### src/rtl/fetch_sequencer_if.sv
// Instruction-memory bus and fetch-to-decode handoff between fetch_sequencer and its neighbours.
// The master side is the fetch sequencer; the slave side is memory plus decode.
interface fetch_sequencer_if #(
  parameter int unsigned ADDR_W  = 6,
  parameter int unsigned INSTR_W = 32
);
  logic [ADDR_W-1:0]  imem_addr;
  logic               imem_rd;
  logic [INSTR_W-1:0] imem_data;
  logic               ir_valid;
  logic               ir_ready;
  logic [INSTR_W-1:0] ir_data;
  logic [ADDR_W-1:0]  ir_pc;

  modport master (
    output imem_addr, imem_rd, ir_valid, ir_data, ir_pc,
    input  imem_data, ir_ready
  );

  modport slave (
    input  imem_addr, imem_rd, ir_valid, ir_data, ir_pc,
    output imem_data, ir_ready
  );
endinterface

### src/rtl/fetch_sequencer.sv
// Program-counter owner and instruction fetch controller: start/halt, branch redirect,
// fixed memory read latency and a valid/ready handoff of each instruction to decode.
module fetch_sequencer #(
  parameter int unsigned       ADDR_W   = 6,
  parameter int unsigned       INSTR_W  = 32,
  parameter int unsigned       MEM_LAT  = 0,
  parameter logic [ADDR_W-1:0] RESET_PC = '0,
  parameter logic [5:0]        HALT_OP  = 6'b111111
) (
  input  logic              clk,
  input  logic              reset,
  input  logic              start,
  input  logic              redirect,
  input  logic [ADDR_W-1:0] redirect_pc,
  fetch_sequencer_if.master bus,
  output logic              busy,
  output logic              halted,
  output logic [15:0]       retired
);

  typedef enum logic [1:0] {StIdle, StFetch, StHold, StHalt} state_e;

  localparam logic [1:0]        LatMax = 2'(MEM_LAT);
  localparam logic [ADDR_W-1:0] PcOne  = {{(ADDR_W-1){1'b0}}, 1'b1};

  state_e             state_q, state_d;
  logic [ADDR_W-1:0]  pc_q, pc_d;
  logic [1:0]         lat_q, lat_d;
  logic [INSTR_W-1:0] ir_data_q, ir_data_d;
  logic [ADDR_W-1:0]  ir_pc_q, ir_pc_d;
  logic [15:0]        retired_q, retired_d;
  logic               halt_op;

  assign halt_op = (ir_data_q[INSTR_W-1 -: 6] == HALT_OP);

  always_ff @(posedge clk or negedge reset) begin
    if (!reset) begin
      state_q   <= StIdle;
      pc_q      <= RESET_PC;
      lat_q     <= '0;
      ir_data_q <= '0;
      ir_pc_q   <= '0;
      retired_q <= '0;
    end else begin
      state_q   <= state_d;
      pc_q      <= pc_d;
      lat_q     <= lat_d;
      ir_data_q <= ir_data_d;
      ir_pc_q   <= ir_pc_d;
      retired_q <= retired_d;
    end
  end

  always_comb begin
    state_d   = state_q;
    pc_d      = pc_q;
    lat_d     = lat_q;
    ir_data_d = ir_data_q;
    ir_pc_d   = ir_pc_q;
    retired_d = retired_q;
    unique case (state_q)
      StIdle: begin
        if (redirect) begin
          pc_d = redirect_pc;
        end else if (start) begin
          lat_d   = '0;
          state_d = StFetch;
        end
      end
      StFetch: begin
        if (redirect) begin
          pc_d  = redirect_pc;
          lat_d = '0;
        end else if (lat_q == LatMax) begin
          ir_data_d = bus.imem_data;
          ir_pc_d   = pc_q;
          pc_d      = pc_q + PcOne;
          state_d   = StHold;
        end else begin
          lat_d = lat_q + 2'd1;
        end
      end
      StHold: begin
        // A transfer coinciding with a redirect still counts as accepted.
        if (bus.ir_ready && (retired_q != 16'hFFFF)) begin
          retired_d = retired_q + 16'd1;
        end
        if (redirect) begin
          pc_d    = redirect_pc;
          lat_d   = '0;
          state_d = StFetch;
        end else if (bus.ir_ready) begin
          if (halt_op) begin
            state_d = StHalt;
          end else begin
            lat_d   = '0;
            state_d = StFetch;
          end
        end
      end
      StHalt: begin
        if (start) begin
          lat_d   = '0;
          state_d = StFetch;
        end
      end
      default: state_d = StIdle;
    endcase
  end

  assign bus.imem_addr = pc_q;
  assign bus.imem_rd   = (state_q == StFetch);
  assign bus.ir_valid  = (state_q == StHold);
  assign bus.ir_data   = ir_data_q;
  assign bus.ir_pc     = ir_pc_q;
  assign busy          = (state_q == StFetch) || (state_q == StHold);
  assign halted        = (state_q == StHalt);
  assign retired       = retired_q;

endmodule

### src/flat_wrapper.sv
// flat-port wrapper written by rule: the top's interface ports become plain ports
module fetch_sequencer_flat 
#(
  parameter int unsigned       ADDR_W   = 6,
  parameter int unsigned       INSTR_W  = 32,
  parameter int unsigned       MEM_LAT  = 0,
  parameter logic [ADDR_W-1:0] RESET_PC = '0,
  parameter logic [5:0]        HALT_OP  = 6'b111111
)
  (clk, reset, start, redirect, redirect_pc, busy, halted, retired, bus_imem_addr, bus_imem_rd, bus_ir_valid, bus_ir_data, bus_ir_pc, bus_imem_data, bus_ir_ready);
  fetch_sequencer_if #(.ADDR_W(ADDR_W), .INSTR_W(INSTR_W)) bus_i ();
  input  logic clk;
  input  logic reset;
  input  logic start;
  input  logic redirect;
  input  logic [ADDR_W-1:0] redirect_pc;
  output logic busy;
  output logic halted;
  output logic [15:0] retired;
  output wire logic [$bits(bus_i.imem_addr)-1:0] bus_imem_addr;
  output wire logic [$bits(bus_i.imem_rd)-1:0] bus_imem_rd;
  output wire logic [$bits(bus_i.ir_valid)-1:0] bus_ir_valid;
  output wire logic [$bits(bus_i.ir_data)-1:0] bus_ir_data;
  output wire logic [$bits(bus_i.ir_pc)-1:0] bus_ir_pc;
  input wire logic [$bits(bus_i.imem_data)-1:0] bus_imem_data;
  input wire logic [$bits(bus_i.ir_ready)-1:0] bus_ir_ready;
  assign bus_imem_addr = bus_i.imem_addr;
  assign bus_imem_rd = bus_i.imem_rd;
  assign bus_ir_valid = bus_i.ir_valid;
  assign bus_ir_data = bus_i.ir_data;
  assign bus_ir_pc = bus_i.ir_pc;
  assign bus_i.imem_data = bus_imem_data;
  assign bus_i.ir_ready = bus_ir_ready;
  fetch_sequencer #(.ADDR_W(ADDR_W), .INSTR_W(INSTR_W), .MEM_LAT(MEM_LAT), .RESET_PC(RESET_PC), .HALT_OP(HALT_OP)) u_core (.clk(clk), .reset(reset), .start(start), .redirect(redirect), .redirect_pc(redirect_pc), .bus(bus_i), .busy(busy), .halted(halted), .retired(retired));
endmodule
### config.mk
export PLATFORM = sky130hd
export DESIGN_NAME = fetch_sequencer_flat
export DESIGN_NICKNAME = d
export VERILOG_FILES = /design/src/rtl/fetch_sequencer_if.sv /design/src/rtl/fetch_sequencer.sv /design/src/flat_wrapper.sv
export SDC_FILE = /design/constraint.sdc
export NUM_CORES = 1
export LEC_CHECK = 0
export CAP_MARGIN = 20
export CELL_PAD_IN_SITES_DETAIL_PLACEMENT = 1
export CELL_PAD_IN_SITES_GLOBAL_PLACEMENT = 2
export CORE_MARGIN = 4
export CORE_UTILIZATION = 25
export DETAILED_ROUTE_END_ITERATION = 10
export DONT_BUFFER_PORTS = 1
export PLACE_DENSITY_LB_ADDON = 0.1
export SYNTH_ARGS = -nofsm -noshare
export SYNTH_HDL_FRONTEND = slang
export SYNTH_SLANG_ARGS = --single-unit
### constraint.sdc
create_clock -name clk -period 5.6 [get_ports clk]
set_input_delay 1.12 -clock clk [delete_from_list [all_inputs] [get_ports clk]]
set_output_delay 1.12 -clock clk [all_outputs]
set_load 0.005 [all_outputs]
==> results.md <==
* Metal3 WL at between 600 and 700 um
* Layout Nets at about 280
* Maxcap violations at 0
* Commonest non-fill, non-tap cells in the layout: 64 x dfrtp_1, 42 x mux2_2, 12 x nand3_1
* H-tree Lvls at 3
* TritonCTS clock tree: done
* Hpwl dp at ~5.2 mm
* Max Fclk at slightly above 0.4 GHz
* Async SR Flop Fraction at 100%
* Flop-to-flop setup slack at 3.28 ns
* Cell Area, Synth at between 2000 and 3000 um2
* Inserted Diodes at 0
* Largest net degree at the start of global routing at 65
* Top Ports at 107
* Share of layout cells above drive strength 1 at 27.4%
* Worst-case reg-to-reg path depth at 6
* Hold-fix buffers, CTS at 0
* Yosys top cell area share at between 50% and 60%
* Crit path kind: register to output pin
* Core area at between 10000 and 15000 um2
* Final Cell Area at roughly 3400 um2
* CP max FO at 10
* Run status: complete, no violations
* Avg Inst Size Synth at 12.8 um2
* Dpl cell area at around 3100 um2
* Post-CTS setup buffer count at 0
* Initial antenna violation count at 0
* Starting Density at between 20% and 30%
* Setup TNS at 0 ns
* Cell Pwr Density at approximately 580 nW/um2
* Vias per Instance at a little under 5
* DR WL/cell at ~19 um
* Overall power at ~2.0 mW
* Number of global-route vias before repair at between 2000 and 2500
* R2R Path Start: u_core.state_q[0]
* Final RePlAce weighted congestion at 0.652
* Largest area contributor in the netlist: dfrtp_1
* Synth Register Bits at 64
* Total gr overflow at 0
* Number of library cell types mapped by synthesis at 40
* Final hold slack at roughly 0.48 ns
* Antenna-violating nets left at 0
* Number of DRC markers in iteration 0 at a little over 80
* Final setup viols at 0
* Hold WC Path Type: input pin to asynchronous set/reset pin
* Crit. End Element: output pin
* Skew final at between 0.006 and 0.007 ns
* Post_cts resized at 0
* Met2 wire len at 3.50 mm
* Total die area at roughly 13000 um2
* TritonCTS buffer count at 9
* Commonest non-fill, non-tap cell in the layout: dfrtp_1
* Worst Path Arrival at roughly 1.3 ns
* Gate Count Post-Synth at 226
* Die span in y at roughly 120 um
* Register area share after synthesis at 55.2%
* Worst Tran Pin Value at between 0.5 and 0.6 ns
* Area grow syn2layout at 17.1%
* Via Count at ~1800
* Top sig layer: met4
* RSZ-0062 raised after global routing: false
* Top_reg_cell synth: dfrtp_1
* Wire length on met1 at slightly above 3 mm
* Pins Over Slew Limit at 0
* Synth warnings at 0
* Synthesized Nets at ~280
* Final period utilization at 43.5%
* Req. time, crit path at around 4.5 ns
* Final count of hold timing violations at 0
* Die extent in x at 116 um
* Root Buffer: clkbuf_16
* GRT Util Overall at a little under an eighth
* Worst-Skew Late Latency at between 0.3 and 0.4 ns
* VDD IR max at between 0.15 and 0.2 mV
* Synth top area cells: dfrtp_1 55%, mux2_2 16%, ha_1 3.5%
* Placement Rows at 39
* DRC at 0
* Final Util at 29.9%
* Lkg Pwr at approximately 1.5 nW
* First-pass GRT wire length at roughly 12 mm
* EDFF count, synth at 0
* Drt pass-1 iters at 4
* WL final at about 7.4 mm
* Worst-path clk slew at 0.06 ns
* Clk sinks at 64
* Buffers on Ports at 0
* Clock Path Buffers at 2
* Slew margin rel. at about two thirds
* R2R Path End: u_core.retired[9]
* Startpoint types: register
* Final min period at 2.44 ns
[synth_stat cells, drive strengths merged, types with 4 or more instances]
library cell  instances
nor3                  7
inv                   6
buf                   4
o21ai                 4
xor2                  6
a31oi                 5
ha                    8
xnor2                 4
mux2                 42
nand4                 5
nand2                 8
nor2                  6
nand3                12
nor2b                 4
a2bb2oi               4
dfrtp                64
mux2i                 4
and3                  5
[metal layers]
layer	GRT usage [%]	vias up
met1	13.9	917
met4	7.42	0
met5	0	-
met3	4.96	12
met2	17.8	63
li1	-	847
[worst max-delay path, stage by stage, from the launching register on]
cell and delay, ns:
dfrtp_1 0.41, inv_1 0.12, ha_1 0.45
[power by group]
group / switching (mW) / total, mW / internal (mW)
Combinational: 0.222 / 0.500 / 0.277
Sequential: 0.185 / 0.839 / 0.654
Clock: 0.210 / 0.636 / 0.426
Total: 0.618 / 1.98 / 1.36
[through the flow]
step / setup slack, ns / std cells
after floorplan: 3.40 / 226
after global placement: 3.16 / 364
after detailed placement: 3.08 / 364
after CTS: 3.09 / 380
after global routing: 3.06 / 380
final: 3.16 / 380
[registers in the layout, indices dropped and copies added (netlist names)]
signal / cells
u_core.bus.ir_pc: 6
u_core.lat_q: 2
u_core.retired: 16
u_core.bus.ir_data: 32
u_core.bus.imem_addr: 6
u_core.state_q: 2
[final cells by class]
class,count,area (um2)
clock inverters,4,75.1
inverters,6,22.5
repair buffers,2,15.0
clock buffers,12,267
multi-input cells,149,1230
well taps,143,179
fillers,1216,7980
flip-flops and latches,64,1600
[logic make-up (layout without fill, tap and decap cells)]
family / after synthesis / in the layout / synth area share [%]
buffers and inverters: 13 / 24 / 2.16
DFF: 64 / 64 / 55.2
and+or+nand+nor: 61 / 61 / 12.6
xor gates and xnor gates: 10 / 10 / 3.02
adders and majority gates: 8 / 8 / 3.45
AOI/OAI and AO/OA: 24 / 24 / 5.87
muxes: 46 / 46 / 17.7
[worst max-delay path by stage]
stage / endpoint / startpoint / slack, ns
after global placement: u_core.lat_q[0] / redirect / 3.16
after detailed placement: u_core.lat_q[1] / redirect / 3.08
final: bus_ir_valid / u_core.state_q[0] / 3.16
after global routing: bus_ir_valid / u_core.state_q[0] / 3.06
after CTS: bus_ir_valid / u_core.state_q[0] / 3.09
after floorplan: u_core.bus.imem_addr[1] / redirect / 3.40
(Power assumes the default switching activity.)
